===== config.mk =====
export PLATFORM = sky130hd
export DESIGN_NAME = move_source_arbiter
export DESIGN_NICKNAME = d
export VERILOG_FILES = /design/src/rtl/move_source_arbiter.sv
export SDC_FILE = /design/constraint.sdc
export NUM_CORES = 1
export LEC_CHECK = 0
export CORE_AREA = 5 5 317 319
export DETAILED_ROUTE_END_ITERATION = 6
export DIE_AREA = 0 0 322 324
export GPL_ROUTABILITY_DRIVEN = 0
export PLACE_DENSITY = 0.48
export SYNTH_ARGS = -nofsm -noshare
export SYNTH_HDL_FRONTEND = slang
export SYNTH_SLANG_ARGS = --single-unit

===== constraint.sdc =====
create_clock -name clock -period 2.4 [get_ports clock]
set_clock_uncertainty 0.2 [all_clocks]
set_input_delay 0.24 -clock clock [delete_from_list [all_inputs] [get_ports clock]]
set_output_delay 0.24 -clock clock [all_outputs]
set_load 0.03 [all_outputs]

===== src/rtl/move_source_arbiter.sv =====
// Round-robin arbiter sharing one move sequencer among NUM_REQ sources: load the winner's
// 50-move sequence, start it, wait for completion or a watchdog abort, then ack the source.
module move_source_arbiter #(
  parameter int              NUM_REQ      = 3,
  parameter int              ID_W         = 2,
  parameter int              TO_W         = 32,
  parameter logic [TO_W-1:0] RUN_TIMEOUT  = 32'd1_000_000_000,
  parameter int              FILL_TIMEOUT = 64
) (
  input  logic                   clock,
  input  logic                   reset_n,
  input  logic [NUM_REQ-1:0]     req,
  input  logic [NUM_REQ*200-1:0] req_seq,
  output logic [NUM_REQ-1:0]     grant,
  output logic [NUM_REQ-1:0]     ack,
  output logic [ID_W-1:0]        active_id,
  output logic                   busy,
  output logic                   err,
  input  logic                   err_clear,
  output logic [ID_W-1:0]        err_id,
  output logic [199:0]           seq,
  output logic                   new_moves,
  output logic                   seq_complete,
  output logic                   seq_reset,
  input  logic                   finished_queue,
  input  logic [7:0]             num_moves,
  input  logic                   seq_done
);
  localparam int SEQ_W = 200;
  localparam logic [TO_W-1:0] FILL_LIMIT = TO_W'(FILL_TIMEOUT - 1);
  localparam logic [TO_W-1:0] RUN_LIMIT  = RUN_TIMEOUT - 1'b1;
  localparam logic [TO_W-1:0] FILL_SKIP  = TO_W'(2);

  typedef enum logic [2:0] {IDLE, LOAD, FILL, CHECK, RUN, ABORT, DONE} state_t;

  state_t             state_q, state_d;
  logic [TO_W-1:0]    cnt_q, cnt_d, cnt_inc;
  logic [ID_W-1:0]    last_q, last_d;
  logic [NUM_REQ-1:0] grant_q, grant_d;
  logic [NUM_REQ-1:0] ack_q, ack_d;
  logic [ID_W-1:0]    active_id_q, active_id_d;
  logic               busy_q, busy_d;
  logic               err_q, err_d;
  logic [ID_W-1:0]    err_id_q, err_id_d;
  logic [SEQ_W-1:0]   seq_q, seq_d;
  logic               new_moves_q, new_moves_d;
  logic               seq_complete_q, seq_complete_d;
  logic               seq_reset_q, seq_reset_d;

  logic               pick_vld;
  logic [ID_W-1:0]    pick_idx;
  logic [NUM_REQ-1:0] pick_oh;
  logic [SEQ_W-1:0]   pick_seq;

  always_comb begin
    pick_vld = 1'b0;
    pick_idx = '0;
    pick_oh  = '0;
    pick_seq = '0;
    // Offsets walked farthest-first so the requester nearest after last_q is assigned last and wins.
    for (int k = NUM_REQ; k >= 1; k--) begin
      for (int i = 0; i < NUM_REQ; i++) begin
        if (req[i] && (i == ((int'(last_q) + k) % NUM_REQ))) begin
          pick_vld = 1'b1;
          pick_idx = ID_W'(i);
        end
      end
    end
    for (int i = 0; i < NUM_REQ; i++) begin
      if (pick_idx == ID_W'(i)) begin
        pick_oh[i] = pick_vld;
        pick_seq   = req_seq[SEQ_W*i +: SEQ_W];
      end
    end
  end

  always_comb begin
    state_d        = state_q;
    cnt_inc        = (cnt_q == '1) ? cnt_q : cnt_q + 1'b1;
    cnt_d          = cnt_q;
    last_d         = last_q;
    grant_d        = grant_q;
    ack_d          = '0;
    active_id_d    = active_id_q;
    busy_d         = busy_q;
    err_d          = err_clear ? 1'b0 : err_q;
    err_id_d       = err_id_q;
    seq_d          = seq_q;
    new_moves_d    = 1'b0;
    seq_complete_d = 1'b0;
    seq_reset_d    = 1'b0;

    case (state_q)
      IDLE: begin
        if (pick_vld) begin
          seq_d       = pick_seq;
          grant_d     = pick_oh;
          active_id_d = pick_idx;
          busy_d      = 1'b1;
          new_moves_d = 1'b1;
          state_d     = LOAD;
        end
      end
      LOAD: begin
        cnt_d   = '0;
        state_d = FILL;
      end
      FILL: begin
        cnt_d = cnt_inc;
        // The first two FILL cycles cover the sequencer's load latency.
        if ((cnt_q >= FILL_SKIP) && finished_queue) begin
          state_d = CHECK;
        end else if (cnt_q >= FILL_LIMIT) begin
          cnt_d       = '0;
          seq_reset_d = 1'b1;
          state_d     = ABORT;
        end
      end
      CHECK: begin
        if (num_moves == 8'd0) begin
          state_d = DONE;
        end else begin
          seq_complete_d = 1'b1;
          cnt_d          = '0;
          state_d        = RUN;
        end
      end
      RUN: begin
        cnt_d = cnt_inc;
        if (seq_done) begin
          state_d = DONE;
        end else if (cnt_q >= RUN_LIMIT) begin
          cnt_d       = '0;
          seq_reset_d = 1'b1;
          state_d     = ABORT;
        end
      end
      ABORT: begin
        cnt_d = cnt_inc;
        if (cnt_q == '0) begin
          seq_reset_d = 1'b1;
        end else begin
          err_d    = 1'b1;
          err_id_d = active_id_q;
          state_d  = DONE;
        end
      end
      DONE: begin
        ack_d   = grant_q;
        last_d  = active_id_q;
        grant_d = '0;
        busy_d  = 1'b0;
        state_d = IDLE;
      end
      default: state_d = IDLE;
    endcase
  end

  always_ff @(posedge clock) begin
    if (!reset_n) begin
      state_q        <= IDLE;
      cnt_q          <= '0;
      last_q         <= ID_W'(NUM_REQ - 1);
      grant_q        <= '0;
      ack_q          <= '0;
      active_id_q    <= '0;
      busy_q         <= 1'b0;
      err_q          <= 1'b0;
      err_id_q       <= '0;
      seq_q          <= '0;
      new_moves_q    <= 1'b0;
      seq_complete_q <= 1'b0;
      seq_reset_q    <= 1'b1;
    end else begin
      state_q        <= state_d;
      cnt_q          <= cnt_d;
      last_q         <= last_d;
      grant_q        <= grant_d;
      ack_q          <= ack_d;
      active_id_q    <= active_id_d;
      busy_q         <= busy_d;
      err_q          <= err_d;
      err_id_q       <= err_id_d;
      seq_q          <= seq_d;
      new_moves_q    <= new_moves_d;
      seq_complete_q <= seq_complete_d;
      seq_reset_q    <= seq_reset_d;
    end
  end

  assign grant        = grant_q;
  assign ack          = ack_q;
  assign active_id    = active_id_q;
  assign busy         = busy_q;
  assign err          = err_q;
  assign err_id       = err_id_q;
  assign seq          = seq_q;
  assign new_moves    = new_moves_q;
  assign seq_complete = seq_complete_q;
  assign seq_reset    = seq_reset_q;

endmodule


# After elaboration in Yosys (flattened, before gate mapping)
# Cells that the tools add are included.
# word_totals
register_bits	252
out_inout_bits	215
wordCells	124
# classes
addsub	4
div	3
magnitude_cmp	3
eq_ne	20
muxes	53
n_bitwise	1
n_reduce_logical	27
# ops
op	count
2-to-1 mux 200 bit	3
2-to-1 mux 32 bit	6
case mux 32 bit (5 select lines)	1
logical NOT 32 bit	4
== test 2 x 32 -> 1 bit, first input constant	3
== test 3 x 32 -> 1 bit, first input constant	3
remainder unit 32 x 3 -> 32 bit, second input constant	3
adder 32 x 1 -> 32 bit, second input constant	1
== test 32 bit, second input constant	1
>= comparator 32 x 2 -> 1 bit, second input constant	1
>= comparator 32 x 30 -> 1 bit, second input constant	1
>= comparator 32 x 6 -> 1 bit, second input constant	1
2-to-1 mux 1 bit	24
2-to-1 mux 3 bit	7
case mux 3 bit (6 select lines)	1
2-to-1 mux 2 bit	8
AND reduction 2 bit	7
logical AND 1 bit	10
== test 3 bit, second input constant	3
logical NOT 8 bit	1
adder 2 x 2 -> 3 bit, second input constant	2
== test 3 x 2 -> 1 bit, second input constant	2
!= test 2 bit, second input constant	3
!= test 3 bit, second input constant	2
other kinds (13)	13

# Longest topological paths before layout
# logic_depth
ltp_word	16
ltp_mapped	11

# Least setup slack after synthesis
# OpenSTA, ideal clock, no wires.
# synth_timing
path_kind	register -> register
start	reg cnt_q[1]
end	reg cnt_q[17]
setup_ps	62
t_arrival_ps	2366
required_ps	2138
slack_ps	-228
stages_incl_launch_ff	10
n_path_buf	1
period_less_slack_ps	2628
cell_sequence	dfxtp_1 > ha_1 > and4_1 > and2_1 > or4b_4 > a21oi_2 > o21ai_2 > buf_6 > or4_1 > nand3_1
# synth_between
elab_chain_cells	5
# synth_rtl
element	line	source
start: declaration	37	logic [TO_W-1:0] cnt_q, cnt_d, cnt_inc;
start signal: assignment	176	cnt_q <= cnt_d;
adder 32 x 1 -> 32 bit / == test 32 bit (equally long branches)	79	cnt_inc = (cnt_q == '1) ? cnt_q : cnt_q + 1'b1;
2-to-1 mux 32 bit	79	
2-to-1 mux 32 bit, on equally long branches	132, 113	
2-to-1 mux 32 bit, on equally long branches	130, 111	
case mux 32 bit (5 select lines) (*)	93	case (state_q)
# Mark *: on every way between the ends. The rest lies on a longest branch, timed or not.
# A chain may end at the register's enable or synchronous reset.

# Final worst setup path
# layout_timing
start	reg last_q[0]
end	reg seq_q[111] (netlist: seq[111])
# layout_between
elab_chain_cells	16
# layout_rtl
element	line	source
start: declaration	38	logic [ID_W-1:0] last_q, last_d;
start signal: assignment	163	last_q <= ID_W'(NUM_REQ - 1);
start signal: assignment	177	last_q <= last_d;
adder 2 x 2 -> 3 bit	63	if (req[i] && (i == ((int'(last_q) + k) % NUM_REQ))) begin
remainder unit 32 x 3 -> 32 bit	63	
== test 2 x 32 -> 1 bit	63	
logical AND 1 bit	63	
2-to-1 mux 1 bit	63	
2-to-1 mux 2 bit (7 in a row)	63	
logical NOT 2 bit	70	if (pick_idx == ID_W'(i)) begin
2-to-1 mux 200 bit (3 in a row)	70	
end signal: assignment	184	seq_q <= seq_d;
end: declaration	45	logic [SEQ_W-1:0] seq_q, seq_d;
# Parallel ways exist; a longest one is shown, timed or not.

==> reports/summary.txt <==
status - finished with violations
failing checks - negative setup slack
commonest non-fill, non-tap cell in the layout - clkdlybuf4s50_1
post-synth top area share - 0.422
Critical Path AT - 2.89 ns
Pre-antenna DRT Iters - 5
Die Wd - 322 um
metal3 WL - 9.73 mm
row count - 115
Synth Flop Type - dfxtp_1
register area - 5080 sq um
placed instance count - 3696
Slew HR - 0.486
CP max-delay cell - or4_4
setup violators final - 211
clock network fraction of total power - 0.144
TritonCTS Buffers - 37
synthesized flop and latch total - 252
Finished Core Util - 0.330
top sig layer - met5
Worst Reg-to-Reg Cells - 11
crit path max fanout - 8
Lkg Pwr - 11.4 nW
Initial DRC Count - 1183
Worst Hold Class - in2reg
Final nets - 3347
Ports - 831
ys async rst share - 0
fin area - 32200 sq um
Setup crit end kind - flop
vias in the first global route - 18.3k
syn nets - 2138
Multi-input gate area - 9510 sq um
most frequent cells in the layout - clkdlybuf4s50_1, nand2_1, dfxtp_1
Post-Synthesis Cells - 1517
CTS tree - built
clock buffer depth - 3
Slew Limit Fails - 0
Final ANT Viol Nets - 0
die area - 104000 sq um
routed wire length per instance - 27.6 um
Mapped Area - 12000 sq um
Setup CP Type - reg2reg
worst path cell trace - inv_2 -> ha_4 -> or3_4 -> o31ai_4 -> or4_4 -> buf_12 -> buf_16 -> buf_16 -> a221oi_4 -> buf_4 -> a21oi_2
WP data required - 2.65 ns
Max Cap Violations - 0
drt drc - 0
global-route wire length before repair - 138 mm
H-tree levels - 2
most common cell type on the critical path - buf_16
Hold Path Stages - 3
Starting Density - 0.123
final worst-path cycle share - 1.10
Internal - 21.8 mW
largest area contributor in the synthesized netlist - dfxtp_1
crit path time final - 2.64 ns
ratio of cells with drive above 1 in the final layout - 0.302
Tot Pwr - 39.4 mW
post-placement cell area - 23300 sq um
clock insertion delay at the later pin of the skew report - 0.57 ns
Fin. Hold Viols - 0
final setup TNS - -21.26 ns
top post-synthesis cells by area - dfxtp_1, a221oi_1, a21oi_1
Max Clk Rate - 378 MHz
RSZ-0062 raised after global routing - true
sequential area share after synthesis - 0.422
clock root cell - clkbuf_16
Psw - 17.5 mW
Post-synth EDFFs - 0
Synth Warn # - 0
Synth Area per Inst - 7.89 sq um
Worst path depth - 11
M1 WL - 45.4 mm
sw frac - 0.446
Avg Vias per Cell - 4.48
Min Hold Slack - 0.0484 ns
Worst-path clk slew - 0.06 ns
Seq pwr share - 0.166
Die Y - 324 um
Comb pwr share - 0.690
initial antenna violation count - 21
Slew @ Worst Pin - 0.771 ns
total track usage - 0.184
final worst slack - -0.242 ns
CP Launch Type - flop
DP HPWL - 66.4 mm
pin count of the biggest net entering global routing - 116
Power per Cell Area - 1220 nW/um^2
CORE AREA - 97600 sq um
Overflow after GRT - 0
Place WS - -0.317 ns
clock sink total - 252
Area Overhead vs Synth - 169%
Synth cell types - 58
Fillers - 10.0k
Vias - 18.1k
PortBufs - 830
critical path's largest stage delay - 0.50 ns
worst path bufs/invs - 5
metal2 WL - 51.3 mm
worst vdd ir - 662 uV
Total Wirelength - 111 mm
critical path's top delay family - buffers and inverters
final std cells w/o fill - 4044
sequential cells by signal, indices dropped and copies added, names as in the netlist:
signal,flops
grant,3
ack,3
err,1
state_q,3
cnt_q,32
seq,200
active_id,2
new_moves,1
seq_reset,1
last_q,2
err_id,2
busy,1
seq_complete,1
synth_stat cells (all sizes together), types with 2 or more instances:
library cell / instances
a21oi: 230
nand2: 246
o21ba: 2
o21ai: 223
ha: 5
o211ai: 9
mux2i: 3
dfxtp: 252
inv: 15
nor2b: 3
or3: 12
o31ai: 2
o211a: 2
nor3: 11
a21o: 5
nor3b: 2
buf: 10
and2: 3
nor2: 20
nor4: 10
nand4: 16
xor2: 2
or2: 6
o21a: 5
a221oi: 200
or4: 9
nand2b: 2
clkbuf: 145
o311ai: 4
nand3: 31
a31oi: 3
and3: 9
and4: 2
per-layer routing:
metal,track usage,up-vias
li1,-,8238
met5,0,-
met3,0.0563,222
met1,0.227,8771
met4,0.0774,8
met2,0.300,887
layout make-up:
| cell class | instances | share of cell area |
|---|---|---|
| multi-input cells | 1096 | 0.296 |
| diodes | 8 | 0.000623 |
| flip-flops and latches | 252 | 0.158 |
| clock buffers | 54 | 0.0355 |
| inverters | 15 | 0.00175 |
| clock inverters | 8 | 0.00222 |
| repair buffers | 1324 | 0.456 |
| well taps | 1287 | 0.0501 |
cell families (layout without fill, tap and decap cells):
kind of cell    count (synthesis)  in the layout  synth area share
compound gates                698            699             0.367
simple gates                  386            386             0.146
flops                         252            252             0.422
buf+inv                       170           1401            0.0553
xor+xnor                        3              3           0.00220
other cells                     0              8                 0
mux                             3              3           0.00251
fa+ha+maj                       5              5           0.00523
power groups by stage:
stage	sequential, mW	clock [mW]	combinational [mW]
2_1_floorplan	8.76	0	4.70
3_3_place_gp	6.49	0	15.0
3_5_place_dp	6.48	0	15.0
4_1_cts	6.49	5.84	23.6
5_1_grt	6.70	5.98	28.2
6_report	6.55	5.66	27.1
worst min-delay path: cells and delay by family:
family / cells / cell delay [ns]
AOI/OAI and AO/OA: 1 / 0.05
buffers and inverters: 1 / 0.41
and+or+nand+nor: 1 / 0.06
path summary, 6_finish.rpt:
path,startpoint,end,slack (ns)
max,last_q[0]$_SDFFE_PN0P_,seq[111]$_SDFFE_PN0P_,-0.24
min,req_seq[405],seq[5]$_SDFFE_PN0P_,0.05
max reg2reg,last_q[0]$_SDFFE_PN0P_,seq[111]$_SDFFE_PN0P_,-0.24
min reg2reg,err$_SDFF_PN0_,err$_SDFF_PN0_,0.27
what timing repair did:
| item | 4_1_cts | 5_1_grt |
|---|---|---|
| resized for setup | 464 | 349 |
| setup buffers | 59 | 20 |
| cloned | 42 | 26 |
| hold buffers | 155 | 0 |
| hold endpoints to repair | 184 | 0 |
| endpoints found under the setup margin | 239 | 239 |
| pin swaps | 82 | 159 |
(Power assumes the default switching activity.)
